File: config.mk
export PLATFORM = sky130hd
export DESIGN_NAME = sync_fifo_param
export DESIGN_NICKNAME = d
export VERILOG_FILES = /design/src/rtl/sync_fifo_param.sv
export SDC_FILE = /design/constraint.sdc
export NUM_CORES = 1
export LEC_CHECK = 0
export CAP_MARGIN = 40
export CORE_MARGIN = 3
export CORE_UTILIZATION = 60
export CTS_CLUSTER_SIZE = 24
export DETAILED_ROUTE_END_ITERATION = 6
export GPL_TIMING_DRIVEN = 0
export HOLD_SLACK_MARGIN = 0.03
export PLACE_DENSITY = 0.81
export SLEW_MARGIN = 20
export SYNTH_ARGS = -nofsm -noshare
export SYNTH_HDL_FRONTEND = slang
export SYNTH_SLANG_ARGS = --single-unit
export TNS_END_PERCENT = 20
File: constraint.sdc
create_clock -name clk -period 5.4 [get_ports clk]
set_input_delay 1.35 -clock clk [delete_from_list [all_inputs] [get_ports clk]]
set_output_delay 1.35 -clock clk [all_outputs]
set_load 0.01 [all_outputs]
File: src/rtl/sync_fifo_param.sv
// Parametrised synchronous FIFO with request/valid read port, occupancy flags
// and sticky overflow/underflow indicators. Storage is intentionally not reset.
module sync_fifo_param #(
  parameter int DATA_W   = 32,
  parameter int DEPTH    = 16,
  parameter int AF_LEVEL = 14,
  parameter int AE_LEVEL = 2
) (
  input  logic                     clk,
  input  logic                     rst,
  input  logic                     write_enable,
  input  logic [DATA_W-1:0]        write_data,
  input  logic                     read_req,
  input  logic                     clear_err,
  output logic [DATA_W-1:0]        read_data,
  output logic                     rdata_valid,
  output logic                     fifo_empty,
  output logic                     fifo_full,
  output logic                     almost_full,
  output logic                     almost_empty,
  output logic [$clog2(DEPTH):0]   fill_count,
  output logic                     overflow,
  output logic                     underflow
);

  localparam int AW = $clog2(DEPTH);
  localparam int CW = AW + 1;
  localparam logic [CW-1:0] DEPTH_C = CW'(DEPTH);
  localparam logic [CW-1:0] AF_C    = CW'(AF_LEVEL);
  localparam logic [CW-1:0] AE_C    = CW'(AE_LEVEL);

  logic [DATA_W-1:0] mem [DEPTH];
  logic [AW-1:0]     wr_ptr;
  logic [AW-1:0]     rd_ptr;
  logic              rd_acc;
  logic              wr_acc;
  logic [CW-1:0]     next_count;

  // A full FIFO may still take a write when a read frees a slot in the same edge.
  always_comb begin
    rd_acc = read_req & ~fifo_empty;
    wr_acc = write_enable & (~fifo_full | rd_acc);
    next_count = fill_count;
    case ({wr_acc, rd_acc})
      2'b10:   next_count = fill_count + CW'(1);
      2'b01:   next_count = fill_count - CW'(1);
      default: next_count = fill_count;
    endcase
  end

  always_ff @(posedge clk) begin
    if (wr_acc && !rst) begin
      mem[wr_ptr] <= write_data;
    end
  end

  always_ff @(posedge clk) begin
    if (rst) begin
      wr_ptr       <= '0;
      rd_ptr       <= '0;
      fill_count   <= '0;
      fifo_empty   <= 1'b1;
      fifo_full    <= 1'b0;
      almost_full  <= 1'b0;
      almost_empty <= 1'b1;
      overflow     <= 1'b0;
      underflow    <= 1'b0;
      read_data    <= '0;
      rdata_valid  <= 1'b0;
    end else begin
      if (wr_acc) begin
        wr_ptr <= wr_ptr + AW'(1);
      end
      if (rd_acc) begin
        read_data <= mem[rd_ptr];
        rd_ptr    <= rd_ptr + AW'(1);
      end
      rdata_valid  <= rd_acc;
      fill_count   <= next_count;
      // Flags come from the next count so they line up with fill_count.
      fifo_empty   <= (next_count == '0);
      fifo_full    <= (next_count == DEPTH_C);
      almost_full  <= (next_count >= AF_C);
      almost_empty <= (next_count <= AE_C);
      if (write_enable && !wr_acc) begin
        overflow <= 1'b1;
      end else if (clear_err) begin
        overflow <= 1'b0;
      end
      if (read_req && fifo_empty) begin
        underflow <= 1'b1;
      end else if (clear_err) begin
        underflow <= 1'b0;
      end
    end
  end

endmodule

# == Word level (Yosys, flattened, before mapping) ==
# Memory sizes are Yosys's and may differ from the RTL's. A register that Yosys moved wholly into a read port is not among the register bits.
# Index checks and enable logic that the tools add are counted.
# op_classes
n_addsub,4
order_cmp,2
eq_ne,3
mux,6
n_bitwise,5
reduce_logical,8
# op_table
op,count
5-bit one-hot mux with 2 select lines,1
4-bit by 1-bit adder with 4-bit output (second input constant),2
5-bit by 1-bit adder with 5-bit output (second input constant),1
5-bit == test (second input constant),1
5-bit by 4-bit >= comparator with 1-bit output (second input constant),1
5-bit by 2-bit <= comparator with 1-bit output (second input constant),1
5-bit logical NOT,1
1-bit two-way mux,5
5-bit by 1-bit subtractor with 5-bit output (second input constant),1
2-bit nonzero test,2
1-bit logical AND,3
1-bit AND,2
2-bit by 1-bit == test with 1-bit output (second input constant),1
2-bit == test (second input constant),1
1-bit logical NOT,2
1-bit inverter,2
1-bit OR,1
# word_totals
ff_bits,20
mem_bits_rw,512
inputBits,37
elab_cells,39
n_memories,1
# memory_table
name,words,word_bits,read_ports,rd_ports_with_merged_regs,write_ports,line_no,rtl
mem,16,32,1,1,1,32,logic [DATA_W-1:0] mem [DEPTH];

# == Depth between registers and ports, before layout ==
# depth
depth_word,7
mapped_depth,12
ltp_nobuf,10

# == Worst setup path after synthesis ==
# OpenSTA, ideal clock, no wires.
# synth_timing
kind,in2reg
from,in read_req
to,"mem mem[1][0], enable pin"
setup_time_ps,461
arrival_ps,4305
slack_ps,634
cell_stages,5
n_path_buf,1
cell_sequence,nand2b_1 -> buf_2 -> a211oi_1 -> nand2_1 -> nor3_1
# synth_between
elab_chain_cells,6
# synth_lines
item,line_no,rtl
from (decl),13,"input logic read_req,"
1-bit AND,41,rd_acc = read_req & ~fifo_empty;
1-bit OR,42,wr_acc = write_enable & (~fifo_full | rd_acc);
1-bit AND,42,
1-bit logical AND,52,if (wr_acc && !rst) begin
1-bit two-way mux,52,
1-bit two-way mux (implied by the code),53,mem[wr_ptr] <= write_data;
to (decl),32,
# Every way passes these cells.

# == Final worst setup path ==
# layout_timing
from,in read_req
to,reg almost_full
# layout_between
elab_chain_cells,6
# layout_lines
item,line_no,rtl
1-bit AND (*),41,
1-bit OR,42,
1-bit AND,42,
2-bit by 1-bit == test with 1-bit output or 2-bit == test (tied branches),44,"case ({wr_acc, rd_acc})"
5-bit one-hot mux with 2 select lines (*),44,
5-bit by 4-bit >= comparator with 1-bit output (*),83,almost_full <= (next_count >= AF_C);
to (signal assigned),83,
to (decl),19,"output logic almost_full,"
# Every way passes the cells marked *; elsewhere a longest branch is shown, timed or not.
# A chain may end at the register's enable or synchronous reset.

==> results.md <==
- Status: completed
- Via density: 6.51
- PwrDens: 400 nW/µm²
- Least-Margin Pin Slew: 0.892 ns
- Wl on met1: 17800 µm
- Final WS setup: 1.52 ns
- Sink Count: 564
- Die width: 195 µm
- Final RePlAce weighted congestion: 0.752
- Synth top cells by count: edfxtp_1 (512), mux4_2 (128), mux2i_1 (67), dfxtp_1 (52)
- Most frequent cell after synthesis: edfxtp_1
- Die Height: 195 µm
- Ys flop type: edfxtp_1
- # hold bufs at CTS: 0
- DRC viols: 0
- Share of cells above drive strength 1: 23.9%
- Post-synthesis sequential area ratio: 76.6%
- Static Leak: 7.85 nW
- Ranking of synthesized cells by area: edfxtp_1 (72%), mux4_2 (13%), dfxtp_1 (4.9%)
- Clock skew: 0.0122 ns
- H-tree depth: 2
- #FFs+latches synth: 564
- Number of distinct library cells after synthesis: 47
- Initial antenna violation count: 1
- Post-layout util: 72.1%
- Total CTS buffers: 53
- GRT overflow: 0
- Period utilization: 71.8%
- Top Ports: 81
- Filler instances: 1959
- Max-cap viol count: 0
- FMAX: 258 MHz
- Tmin final: 3.88 ns
- Area of the multi-input gates: 4810 µm²
- Final ANT Viol Nets: 0
- Clock Pin Slew Worst Setup and Hold Paths: 0.07 ns
- Met2 wire len: 24400 µm
- Cells after Synth: 994
- Final slew viol count: 0
- # rows: 68
- Final hold violations: 0
- Initial DRC count: 1189
- WL met3: 3790 µm
- First-pass GRT wire length: 71900 µm
- Pre-Repair DR Iteration Count: 7
- Rel. slew slack: 40.6%
- Setup Buffers After CTS: 0
- Startpoint Class: primary input
- Port Buf Inserts: 80
- Syn-to-layout area delta: 17.4%
- Final hold slack: 0.477 ns
- Post-synth EDFFs: 512
- Top layer in use: met4
- Syn Nets: 1039
- Total vias in the final route: 10800
- FF/Latch Area: 16400 µm²
- CTS tree: done
- Clk_lat worst skew: 0.57 ns
- Core box area: 34900 µm²
- CP Capture Type: flop
- Gr usage total: 25.4%
- Root buffer selected by CTS: clkbuf_16
- Data required, critical path: 5.81 ns
- Detailed placement HPWL: 29000 µm
- Max Root-Sink Buffers: 3
- Setup TNS Final: 0 ns
- Hold Path Class: flop to flop
- Synth area leader: edfxtp_1
- Worst slack at placement: 0.916 ns
- Share of Yosys cell area claimed by the top area cell type: 71.8%
- Syn. warnings: 0
- Post-cts sizing count: 0
- FFs w/ async S/R, synth: 0%
- Synth Cell Area: 21400 µm²
- Peak supply drop: 0.428 mV
- Largest net degree at the start of global routing: 20
- Worst Path Arrival: 4.29 ns
- Number of global-route vias before repair: 11300
- Setup violators final: 0
- Crit-path max FO: 10
- Starting Density: 61.4%
- Unrepaired setup endpoints after global routing: false
- Avg Inst Size Synth: 21.6 µm²
- Crit path kind: primary input to flop
- # nets final: 1209
- WL/cell: 28.4 µm
- Total wire length: 47300 µm
- Die area: 38000 µm²
-- cells by family (layout without fill, tap and decap cells) --
kind of cell | Yosys count | count (layout) | synth area share (%)
DFF | 564 | 564 | 76.6
muxes | 196 | 196 | 16.6
AOI/OAI and AO/OA | 90 | 90 | 3.03
buffers and inverters | 64 | 279 | 1.47
and+or+nand+nor | 63 | 63 | 1.42
xor gates and xnor gates | 9 | 9 | 0.368
adders and majority gates | 8 | 8 | 0.467
other | 0 | 1 | 0
-- layer usage --
metal  up-vias  global-route usage (%)
li1       4480                       -
met1      5608                    34.7
met2       639                    42.6
met3       107                    4.23
met4         0                    8.40
met5         -                       0
-- per-stage QoR --
stage / instances / power [mW] / area (µm²)
3_5_place_dp: 1562 / 6.46 / 23400
6_report: 1665 / 10.1 / 25200
2_1_floorplan: 994 / 5.97 / 21400
5_1_grt: 1664 / 10.4 / 25200
3_3_place_gp: 1529 / 6.40 / 22800
4_1_cts: 1662 / 10.1 / 25100
-- where the power goes --
part           switching (mW)  leakage [nW]  internal (mW)
clock network            1.53         0.844           2.16
registers              0.0762          5.04           4.87
logic                   0.713          1.97          0.724
total                    2.32          7.85           7.75
-- final cells by class --
| type | instances | share of cell area (%) |
|---|---|---|
| Sequential cell | 564 | 65.2 |
| Multi-Input combinational cell | 366 | 19.1 |
| Clock buffer | 79 | 5.95 |
| Timing Repair Buffer | 115 | 5.26 |
| Tap cell | 455 | 2.26 |
| Buffer | 55 | 1.11 |
| Clock inverter | 21 | 0.915 |
| Inverter | 9 | 0.134 |
| Antenna cell | 1 | 0.00995 |
-- worst max-delay path: stages --
cell	delay (ns)
clkdlybuf4s50_1	0.48
nand2b_1	0.05
buf_2	0.17
a21oi_1	0.31
inv_1	0.10
ha_1	0.20
buf_2	0.18
xor2_1	0.17
ha_1	0.22
o21a_1	0.19
o221a_2	0.27
a211oi_2	0.40
o32ai_1	0.18
-- final timing paths --
path | start | to | slack, ns | cells past startpoint
min | read_data[6] | read_data[6] | 0.48 | 2
max | read_req | almost_full | 1.52 | 13
min reg2reg | read_data[6] | read_data[6] | 0.48 | 2
max reg2reg | fifo_empty | almost_full | 2.38 | 12
-- state kept, by name, indices dropped and copies added, names as in the netlist --
signal,cells
almost_full,1
rd_ptr,4
fifo_empty,1
rdata_valid,1
wr_ptr,4
read_data,32
almost_empty,1
mem,512
overflow,1
underflow,1
fifo_full,1
fill_count,5
-- layout by cell type (no fill, tap or decap), drive strengths merged, types with 10 or more instances in the layout --
cell type / instances
edfxtp: 512
mux2i: 67
buf: 71
clkdlybuf4s50: 80
o21ai: 32
dfxtp: 52
clkinv: 15
nor2: 31
clkbuf: 98
inv: 10
nand2: 11
a2bb2oi: 33
mux4: 128
No activity file was read; power rests on OpenSTA's default activity.
